<file path="src/rtl/seg7_scan_driver.sv">
`default_nettype none
// ============================================================================
// Module      : seg7_scan_driver
// Description : Time-multiplexed common-anode 7-segment driver. A load strobe
//               captures a packed nibble word into a shadow buffer. The
//               buffer is copied to the display buffer only at a frame
//               boundary, so a scanned frame never mixes two values. The
//               driver decodes BCD or hex glyphs, drives per-digit decimal
//               points and can suppress leading zeros. Segment, decimal-point
//               and anode lines are active-low.
// Revision    : 1.0 - initial release
// ============================================================================
module seg7_scan_driver #(
  parameter int DIGITS = 4,   // number of scanned digits (1..8)
  parameter int DIV    = 1000 // clock cycles each digit stays lit (>=1)
) (
  input  logic                clk,
  input  logic                rst_n,
  input  logic                enable,
  input  logic                hex_mode,
  input  logic                lz_blank,
  input  logic                load,
  input  logic [4*DIGITS-1:0] data,
  input  logic [DIGITS-1:0]   dp_in,
  output logic                pending,
  output logic [6:0]          seg,
  output logic                dp,
  output logic [DIGITS-1:0]   an
);

  // Counter widths never collapse to zero bits, so DIV=1 and DIGITS=1 both
  // remain legal.
  localparam int CNT_W = (DIV > 1) ? $clog2(DIV) : 1;
  localparam int IDX_W = (DIGITS > 1) ? $clog2(DIGITS) : 1;

  localparam logic [CNT_W-1:0] CNT_MAX   = CNT_W'(DIV - 1);
  localparam logic [IDX_W-1:0] IDX_LAST  = IDX_W'(DIGITS - 1);
  localparam logic [6:0]       SEG_BLANK = 7'b1111111;

  // --------------------------------------------------------------------------
  // Glyph decoder: segments a..g on bits [6:0], active-low. In BCD mode the
  // codes 10..15 have no glyph and render blank.
  // --------------------------------------------------------------------------
  function automatic logic [6:0] glyph(input logic [3:0] nib, input logic hex);
    logic [6:0] g;
    g = SEG_BLANK;
    case (nib)
      4'h0: g = 7'b0000001;
      4'h1: g = 7'b1001111;
      4'h2: g = 7'b0010010;
      4'h3: g = 7'b0000110;
      4'h4: g = 7'b1001100;
      4'h5: g = 7'b0100100;
      4'h6: g = 7'b0100000;
      4'h7: g = 7'b0001111;
      4'h8: g = 7'b0000000;
      4'h9: g = 7'b0001100;
      4'hA: g = 7'b0001000;
      4'hB: g = 7'b1100000;
      4'hC: g = 7'b0110001;
      4'hD: g = 7'b1000010;
      4'hE: g = 7'b0110000;
      4'hF: g = 7'b0111000;
    endcase
    if (!hex && (nib > 4'd9)) begin
      g = SEG_BLANK;
    end
    return g;
  endfunction

  // --------------------------------------------------------------------------
  // State
  // --------------------------------------------------------------------------
  logic [CNT_W-1:0]    cnt_q,          cnt_d;
  logic [IDX_W-1:0]    idx_q,          idx_d;
  logic [4*DIGITS-1:0] shadow_data_q,  shadow_data_d;
  logic [DIGITS-1:0]   shadow_dp_q,    shadow_dp_d;
  logic [4*DIGITS-1:0] disp_data_q,    disp_data_d;
  logic [DIGITS-1:0]   disp_dp_q,      disp_dp_d;
  logic                pending_q,      pending_d;
  logic [6:0]          seg_q,          seg_d;
  logic                dp_q,           dp_d;
  logic [DIGITS-1:0]   an_q,           an_d;

  // Combinational helpers
  logic                tick;
  logic                frame_end;
  logic [3:0]          disp_nib [DIGITS];
  logic [DIGITS-1:0]   lz_mask;
  logic [DIGITS-1:0]   digit_sel;
  logic [3:0]          cur_nib;

  // Prescaler tick and frame boundary (last digit finishing its time slot).
  always_comb begin
    tick      = (cnt_q == CNT_MAX);
    frame_end = enable && tick && (idx_q == IDX_LAST);
  end

  // Prescaler and digit index; both parked at 0 while scanning is disabled
  // so that re-enabling always restarts from digit 0.
  always_comb begin
    cnt_d = cnt_q;
    idx_d = idx_q;
    if (!enable) begin
      cnt_d = '0;
      idx_d = '0;
    end else if (tick) begin
      cnt_d = '0;
      idx_d = (idx_q == IDX_LAST) ? '0 : idx_q + 1'b1;
    end else begin
      cnt_d = cnt_q + 1'b1;
    end
  end

  // Double buffer: a load always lands in the shadow and marks it pending.
  // A pending shadow moves to the display buffer at a frame boundary, or at
  // once when the display is blanked (no frame can tear while nothing is lit).
  // A load on the transfer edge wins the pending flag, so that value waits
  // for the next boundary.
  always_comb begin
    shadow_data_d = shadow_data_q;
    shadow_dp_d   = shadow_dp_q;
    disp_data_d   = disp_data_q;
    disp_dp_d     = disp_dp_q;
    pending_d     = pending_q;
    if (pending_q && (frame_end || !enable)) begin
      disp_data_d = shadow_data_q;
      disp_dp_d   = shadow_dp_q;
      pending_d   = 1'b0;
    end
    if (load) begin
      shadow_data_d = data;
      shadow_dp_d   = dp_in;
      pending_d     = 1'b1;
    end
  end

  // Split the display word into per-digit nibbles.
  always_comb begin
    for (int i = 0; i < DIGITS; i++) begin
      disp_nib[i] = disp_data_q[4*i +: 4];
    end
  end

  // Leading-zero mask: walking down from the most significant digit, a digit
  // is suppressed while it and every digit above it are zero. Digit 0 always
  // shows.
  always_comb begin
    logic run_zero;
    run_zero = 1'b1;
    lz_mask  = '0;
    for (int i = DIGITS - 1; i >= 1; i--) begin
      run_zero   = run_zero & (disp_nib[i] == 4'd0);
      lz_mask[i] = run_zero & lz_blank;
    end
  end

  // Next values for the registered display lines of the digit now selected.
  // Suppressed or undecodable digits still show their decimal point.
  always_comb begin
    cur_nib   = disp_nib[idx_q];
    digit_sel = '0;
    seg_d     = SEG_BLANK;
    dp_d      = 1'b1;
    an_d      = '1;
    if (enable) begin
      digit_sel[idx_q] = 1'b1;
      an_d             = ~digit_sel;
      seg_d            = lz_mask[idx_q] ? SEG_BLANK : glyph(cur_nib, hex_mode);
      dp_d             = ~disp_dp_q[idx_q];
    end
  end

  // All state and outputs; asynchronous reset blanks the display immediately.
  always_ff @(posedge clk or negedge rst_n) begin
    if (!rst_n) begin
      cnt_q         <= '0;
      idx_q         <= '0;
      shadow_data_q <= '0;
      shadow_dp_q   <= '0;
      disp_data_q   <= '0;
      disp_dp_q     <= '0;
      pending_q     <= 1'b0;
      seg_q         <= SEG_BLANK;
      dp_q          <= 1'b1;
      an_q          <= '1;
    end else begin
      cnt_q         <= cnt_d;
      idx_q         <= idx_d;
      shadow_data_q <= shadow_data_d;
      shadow_dp_q   <= shadow_dp_d;
      disp_data_q   <= disp_data_d;
      disp_dp_q     <= disp_dp_d;
      pending_q     <= pending_d;
      seg_q         <= seg_d;
      dp_q          <= dp_d;
      an_q          <= an_d;
    end
  end

  assign pending = pending_q;
  assign seg     = seg_q;
  assign dp      = dp_q;
  assign an      = an_q;

endmodule
`default_nettype wire

</file>
<file path="config.mk">
export PLATFORM = sky130hd
export DESIGN_NAME = seg7_scan_driver
export DESIGN_NICKNAME = d
export VERILOG_FILES = /design/src/rtl/seg7_scan_driver.sv
export SDC_FILE = /design/constraint.sdc
export NUM_CORES = 1
export LEC_CHECK = 0
export CAP_MARGIN = 25
export CORE_AREA = 2 2 137 85
export DETAILED_ROUTE_END_ITERATION = 16
export DIE_AREA = 0 0 139 87
export PLACE_DENSITY = 0.52
export REMOVE_ABC_BUFFERS = 1
export SKIP_LAST_GASP = 1
export SLEW_MARGIN = 20
export SYNTH_ARGS = -nofsm -noshare
export SYNTH_HDL_FRONTEND = slang
export SYNTH_SLANG_ARGS = --single-unit
</file>
<file path="constraint.sdc">
create_clock -name clk -period 2.9 [get_ports clk]
set_input_delay 0.58 -clock clk [delete_from_list [all_inputs] [get_ports clk]]
set_output_delay 0.58 -clock clk [all_outputs]
set_load 0.03 [all_outputs]
</file>
Yosys cells after proc, flatten, opt, wreduce, memory -nomap -nowiden --
Memories as Yosys holds them, arrays and structs flattened. Index checks and enable logic that the tools add are counted.
Word-level totals: memory bits (writable) 0, word-level logic and storage cells 61, memories 1, flip-flop bits (word level) 65, memory bits (read-only) 112, input bits 26, bits in latches 0
Memories:
- (name not given) | words 16, width 7, rd ports 1, clocked after memory_dff 0, write ports 0, RTL line 47 | case (nib)
Operators by class: multiply operators 0, shift operators 0, reduce and logical (&&, ||, !) cells 12, magnitude comparators 4, equality and inequality tests 3, div/mod/pow operators 0, bitwise logic cells 8, add/subtract/negate cells 2, mux-type cells 21
Operators by type and width (count):
- $mux 7 | 3
- $mux 10 | 2
- $logic_not 4->1 | 3
- $mux 4 | 3
- $add 10x1->10 const B | 1
- $eq 10x10->1 const B | 1
- $bmux 4 s2 | 1
- $mux 1 | 6
- $mux 2 | 3
- $and 1x1->1 | 5
- $logic_and 1x1->1 | 5
- $bmux 1 s2 | 2
- $gt 4x4->1 const B | 1
- $not 4->4 | 1
- $ge 3x3->1 const B | 1
- $lt 2x3->1 const B | 1
- $not 2->3 | 1
- $add 2x1->2 const B | 1
- $demux 1 s2 | 1
- $eq 2x2->1 const B | 1
- $ge 2x1->1 const B | 1
- $logic_not 1->1 | 2
- $ne 2x1->1 const B | 1
- $reduce_bool 2->1 | 1
- other kinds (2) | 2

Depth between registers and ports, before layout --
word-level depth 9, depth in mapped cells 8, gate-level depth less buffers 7

Worst setup path after synthesis --
OpenSTA, ideal clock, no wires.
path kind reg-to-reg, from register idx_q[0], to register seg_q[3] (netlist: seg[3]), arrival 1987 ps, buffers on the path 1, required time 2819 ps, stages on the path, launching flop included 8, path slack 832 ps, cells stage by stage dfrtp_1 buf_6 mux4_1 ha_1 nor2_1 nor2_1 o31a_1 o211ai_1
Between the ends: word-level cells in the longest chain between the ends 9, elaborated cells between the ends (all ways) 12, those cells by class order compare: 1; mux: 8; bitwise: 1; reduce/logical: 1; memory: 1
Ends and longest elaborated chain:
- start, declared | RTL line 75 | logic [IDX_W-1:0] idx_q, idx_d;
- start signal, assigned | RTL line 189 | idx_q <= idx_d;
- $not 2->3 (not written as such) | RTL line 161 | cur_nib = disp_nib[idx_q];
- $bmux 4 s2 | RTL line 161
- $mux 4 (not written as such) (2 in a row) | RTL line 161
- $gt 4x4->1 | RTL line 65 | if (!hex && (nib > 4'd9)) begin
- $logic_and 1x1->1 | RTL line 65
- $mux 7 | RTL line 65
- $mux 7 (*) | RTL line 169 | seg_d = lz_mask[idx_q] ? SEG_BLANK : glyph(cur_nib, hex_mode);
- $mux 7 (*) | RTL line 166 | if (enable) begin
- via seg_d[3] | RTL line 81 | logic [6:0] seg_q, seg_d;
- end signal, assigned | RTL line 195 | seg_q <= seg_d;
- end, declared | RTL line 81
The timed path passes the listed nets; every way through them passes the cells marked *. The select of a mux whose other input is x is not followed. A chain may end at the register's enable or synchronous reset.

Worst setup path after layout --
Ends and elaborated chain as after synthesis.

==> impl_results.md <==
- Status: completed
- Synth Warn #: 0
- Critical path's slowest cell: mux4_1
- DIE AREA: 0.0121 mm^2
- Number of vias per cell: 4.36
- Leak pwr: 1.57 nW
- Crit path top cell by count: nor2_1
- Worst-path cell chain: mux4_1, inv_1, ha_1, nor2_1, nor2_1, o31a_1, o211ai_1
- Path length in cells of the critical path: 7
- GR Util All Layers: 10.7%
- IO Count: 39
- Synth top area share: 44.5%
- Clk_skew: 0.00859 ns
- Post-synth ARST share: 100%
- Fin crit period: 2.44 ns
- Worst setup SP type: register
- Vias: 1811
- Main synth FF type: dfrtp_1
- CP top delay family: multiplexers
- Residual DRC count: 0
- Min-delay worst type: primary input to async pin
- Share of layout cells above drive strength 1: 27.7%
- Core Area: 0.0110 mm^2
- Dpl hpwl: 4100 um
- FMAX: 0.409 GHz
- Final Hold Viols: 0
- Post-detailed-route count of antenna-violating nets: 0
- Root buffer cell: clkbuf_16
- Fin crit share: 84.3%
- Drt first pass iters: 4
- Max-Cap Viols: 0
- Register bit total from synthesis: 65
- Post-cts resize count: 0
- Worst path buffer plus inverter count: 1
- Worst reg2reg path depth: 7
- FILL cells: 1089
- CTS Hold Buffers Added: 0
- Pin count of the biggest net entering global routing: 43
- Vias in the first global route: 1857
- Max stage delay on crit path: 0.70 ns
- Die width: 139 um
- Post-synth EDFFs: 0
- P per Cell Area: 692 mW/mm^2
- Std-Cell Rows: 30
- Storage element area: 0.00164 mm^2
- Setup TNS: 0 ns
- Rel. slew slack: 64.7%
- Final wirelength: 5760 um
- CTS max path bufs: 2
- First-pass GRT wire length: 9850 um
- Final setup viols: 0
- CP Capture Type: register
- Starting density of the core: 27.2%
- Top cells by count, synth: 53 x dfrtp_1, 38 x mux2_2, 14 x nand2_1
- Clock latency on the worst-skew pair: 0.32 ns
- Final nets: 304
- Type of the worst setup path: register to register
- WP data required: 3.12 ns
- Area of the multi-input gates: 0.00126 mm^2
- TritonCTS clock tree: yes
- Routability cong.: 0.749
- Avg WL per Cell: 13.9 um
- Die height: 87 um
- P&R area growth vs syn: 28.1%
- TritonCTS Buffers: 9
- Synth cell types: 39
- Clk sinks: 65
- Mean area per synthesized cell: 13.4 um^2
- Fin util: 34.9%
- Mapped Cells: 223
- Initial antenna violation count: 0
- Max H-tree Level: 3
- Port buffer count: 38
- Synth area leader: dfrtp_1
- Cell area after synthesis: 0.00298 mm^2
- Worst-path clk slew: 0.05 ns
- Slew @ Worst Pin: 0.530 ns
- Ranking of synthesized cells by area: dfrtp_1 44%, mux2_2 14%, dfstp_2 11%, ha_1 4.6%, mux4_1 2.6%
- VDD IR-drop max: 0.295 mV
- Gr ovfl total: 0
- Final Max Slew Viols: 0
- Inserted Diodes: 0
- Critical path fanouts, max: 11
- Most numerous cell in the Yosys netlist: dfrtp_1
- Critical Path AT: 2.67 ns
- RSZ-0062 raised after global routing: no
- Sequential area share after synthesis: 55.0%
- Setup Buffers After CTS: 0
- Drt first-iter violations: 111
[cell families (layout without fill, tap and decap cells)]
| logic type | after synthesis | after routing | synth area share (%) |
|---|---|---|---|
| fa+ha+maj | 11 | 11 | 4.61 |
| mux | 50 | 50 | 21.2 |
| simple gates | 57 | 57 | 9.61 |
| xor+xnor | 10 | 10 | 2.94 |
| compound gates | 14 | 14 | 3.78 |
| buf+inv | 16 | 64 | 2.85 |
| flops | 65 | 65 | 55.0 |
[worst reg2reg max path, delay by kind of cell (launching register included)]
kind | cells | cell delay, ns
multiplexers | 1 | 0.70
buffers and inverters | 1 | 0.18
AO/OA/AOI/OAI | 2 | 0.42
adder cells (fa/ha/maj) | 1 | 0.26
flip-flops | 1 | 0.63
AND/OR/NAND/NOR | 2 | 0.16
[worst paths after layout]
check | from | end | slack [ns]
worst max-delay path | idx_q[0] | seg[3] | 0.46
worst min-delay path | rst_n | cnt_q[8] | 0.23
worst max register to register | idx_q[0] | seg[3] | 0.46
worst min register to register | disp_dp_q[2] | disp_dp_q[2] | 0.49
max in group asynchronous | rst_n | dp | 2.01
min in group clk | disp_dp_q[2] | disp_dp_q[2] | 0.49
[cell type report]
type,instances,area share [%]
sequential,65,42.9
clock inverter,3,1.05
multi-input combinational,142,33.0
clock buffer,12,6.71
tap,144,4.71
timing repair buffer,42,10.9
inverter,7,0.687
[cell usage in the layout, fill, tap and decap left out, types with 2 or more instances in the layout]
master and instances:
dfrtp_1 53, mux2_2 38, clkdlybuf4s50_1 37, nand2_1 14, dfstp_2 12, nor2_1 11
ha_1 11, nand3_1 10, clkbuf_16 9, inv_1 7, xnor2_1 6, and2_1 4
xor2_1 4, nor4_1 4, nor2b_1 4, mux2_1 4, mux4_1 3, nor3_1 3
buf_4 3, mux4_2 2, a2bb2oi_1 2, o211ai_1 2, mux2i_1 2, nand4_1 2
or3b_1 2, clkbuf_8 2, clkinv_2 2
[flip-flops by register name, indices dropped and copies added, names as in the netlist]
signal         cells
disp_data_q       16
shadow_data_q     16
cnt_q             10
seg                7
an                 4
disp_dp_q          4
shadow_dp_q        4
idx_q              2
dp                 1
pending            1
[where the power goes]
part           switching (mW)  internal, mW
logic                   0.231         0.246
clock network           0.358         0.703
registers              0.0685          1.04
total                   0.658          1.99
[per-stage QoR]
step           worst slack, ns  instances  power, mW  hold WS, ns  area, um^2
2_1_floorplan            0.467        214       1.41        0.284        2920
3_3_place_gp             0.534        400       1.60        0.474        3530
3_5_place_dp             0.462        400       1.60        0.461        3530
4_1_cts                  0.448        415       2.69        0.238        3820
5_1_grt                  0.195        415       2.79        0.272        3820
6_report                 0.455        415       2.65        0.230        3820
[routing by layer]
| layer | GRT usage, % | vias to the layer above | share of wire [%] |
|---|---|---|---|
| li1 | - | 879 | - |
| met1 | 16.2 | 885 | 56 |
| met2 | 13.2 | 38 | 37 |
| met3 | 4.67 | 9 | 5.6 |
| met4 | 3.58 | 0 | 1.4 |
| met5 | 0 | - | 0 |
No activity file was read; power rests on OpenSTA's default activity.
==> RTL edit: new RTL, same flow settings <==
Make the reset (`rst_n`) synchronous in one clocked block. Comments in the files are not updated.
--- a/src/rtl/seg7_scan_driver.sv
+++ b/src/rtl/seg7_scan_driver.sv
@@ -174,3 +174,3 @@
   // All state and outputs; asynchronous reset blanks the display immediately.
-  always_ff @(posedge clk or negedge rst_n) begin
+  always_ff @(posedge clk) begin
     if (!rst_n) begin
Formal check against the unedited RTL: differs if rst_n is asserted again (counterexample within 4 cycles, from zero or initial values and one cycle with rst_n low); with rst_n held inactive, the same outputs for 10 cycles.
==> RTL edit against the original RTL <==
- global-route usage is 0.23 points lower
- sequential cell count unchanged
- final area is 4.9% lower
- area after synthesis fell by 4.9%
- routed wire length is 3.9% higher
- setup slack got worse by 44 ps
- highest routed layer unchanged
Power is not compared: it rests on default switching activity, and its combinational part moved more than twofold at a synthesized area within 25%.
==> RTL edit: results (changes against the original RTL) <==
stage;metric;value;unit;change
timing;clock_skew;6.22;ps;-2.37 ps
final_layout;largestRegisters;disp_data_q x16, shadow_data_q x16, cnt_q x10;;
logic_synthesis;async_reset_ff_frac;0;;-1.00
route;highest_layer;met4;;
placed_design;placed_cell_area;3340;µm²;-5.2%
final_layout;fin_cells;485;;+17%
placed_design;port-buffer-count;38;;unchanged
clocking;cts_htree_levels;3;;unchanged
global_routing;use_met3;0.0434;;-0.00330
placed_design;gp_congestion;0.790;;+5.4%
logic_synthesis;avgSynthCellArea;9.42;µm²;-30%
timing;whs;448;ps;+218 ps
clocking;cts-buffers-inserted;9;;unchanged
clocking;clkTransAtPathRegs;60;ps;
outcome;status;completed;;
min_path;hp-class;flop to flop;;
final_layout;fill_cells;1142;;+4.9%
min_path;hp-start;shadow_dp_q[3];;
global_routing;grt_pass1_wl;9940;µm;+0.98%
logic_synthesis;synth.top_cells.by_count;dfxtp_1, nand2_1, nand3_1;;
placed_design;dp_slack;449;ps;-12.9 ps
min_path;hold_depth;2;;
clocking;post_cts_buffers;0;;unchanged
global_routing;met2_usage;0.145;;+0.0130
setup_path;worst_ep_required_time;3100;ps;-20 ps
logic_synthesis;yosysSeqAreaShare;0.459;;-0.0916
route;finalWirelength;5980;µm;+3.9%
global_routing;met1_usage;0.146;;-0.0167
global_routing;antenna_found_initial;0;;unchanged
logic_synthesis;ys_top_cells_by_area;dfxtp_1, mux2i_1, nand3_1;;
route;wl_met1;3290;µm;+2.5%
setup_path;r2r-end;seg[3];;
logic_synthesis;yosys_warnings;0;;unchanged
setup_path;worst-r2r-cell-count;9;;+2
global_routing;grt_pass1_vias;1977;;+6.5%
route;drtIter0Drc;115;;+3.6%
route;vias;2088;;+15%
route;routed-wl-met2;2310;µm;+7.4%
timing;min_period_over_period;0.858;;+0.0153
global_routing;grt_use_total;0.105;;-0.00227
clocking;ctsRootBufferMaster;clkbuf_16;;
clocking;clk-insertion-delay-late;330;ps;
logic_synthesis;synthFlopType;dfxtp_1;;
global_routing;grt_max_degree;63;;+47%
placed_design;dpl.hpwl;4230;µm;+3.2%
route;dr_wl_met3;310;µm;-3.1%
final_layout;nets;372;;+22%
placed_design;placed_cells;469;;+17%
setup_path;critPathMaxFanout;7;;-4
timing;tightest_slew;549;ps;+19.1 ps
pwr;irDropWorstVdd;278;µV;
setup_path;crit-reg2reg-launch;idx_q[0];;
final_layout;n_antenna_cell;0;;unchanged
logic_synthesis;ys_types;39;;unchanged
final_layout;drive_gt1_frac;0.0938;;-0.183
[RTL edit: cell count changes after synthesis, sizes merged, moves of 17 or more]
cell	unedited run	this run
dfrtp	53	0
mux2	43	8
o21ai	1	26
nor2b	4	21
mux2i	2	24
nand2	14	36
dfxtp	0	65
nand3	10	29
[RTL edit: worst max-delay path, cell delays in order (launching register included)]
cell       delay [ps]
dfxtp_1           400
mux4_1            670
inv_1             150
ha_1              310
o21ai_0           130
o22ai_1           140
o21ai_0           110
a31oi_1           160
buf_4             170
o2111ai_1         110
[RTL edit: area by class of cell]
| cell class | count | area [µm²] | area share |
|---|---|---|---|
| sequential | 65 | 1300 | 0.358 |
| inverter | 7 | 26.3 | 0.00723 |
| clock buffer | 11 | 253 | 0.0695 |
| tap | 144 | 180 | 0.0496 |
| multi-input combinational | 209 | 1420 | 0.389 |
| clock inverter | 5 | 38.8 | 0.0107 |
| timing repair buffer | 44 | 420 | 0.116 |
[RTL edit: worst max-delay path by stage]
stage | startpoint | cells after the start | endpoint
finish | idx_q[0] | 9 | seg[3]
global placement | idx_q[0] | 9 | seg[2]
global route | idx_q[0] | 9 | seg[4]
CTS | idx_q[0] | 9 | seg[2]
detailed placement | idx_q[0] | 9 | seg[2]
floorplan | idx_q[0] | 8 | seg[2]
[RTL edit: report_power, final]
group / switching (W) / internal [W] / total, W
Combinational: 0.0000776 / 0.0000798 / 0.000157
Sequential: 0.0000152 / 0.000924 / 0.000939
Clock: 0.000390 / 0.000628 / 0.00102
Total: 0.000483 / 0.00163 / 0.00211
[RTL edit: logic make-up after synthesis]
logic type	synth area share
adders and majority gates	0.0441
buffers and inverters	0.0423
xor gates and xnor gates	0.0185
and+or+nand+nor	0.200
DFF	0.459
muxes	0.148
AOI/OAI and AO/OA	0.0878
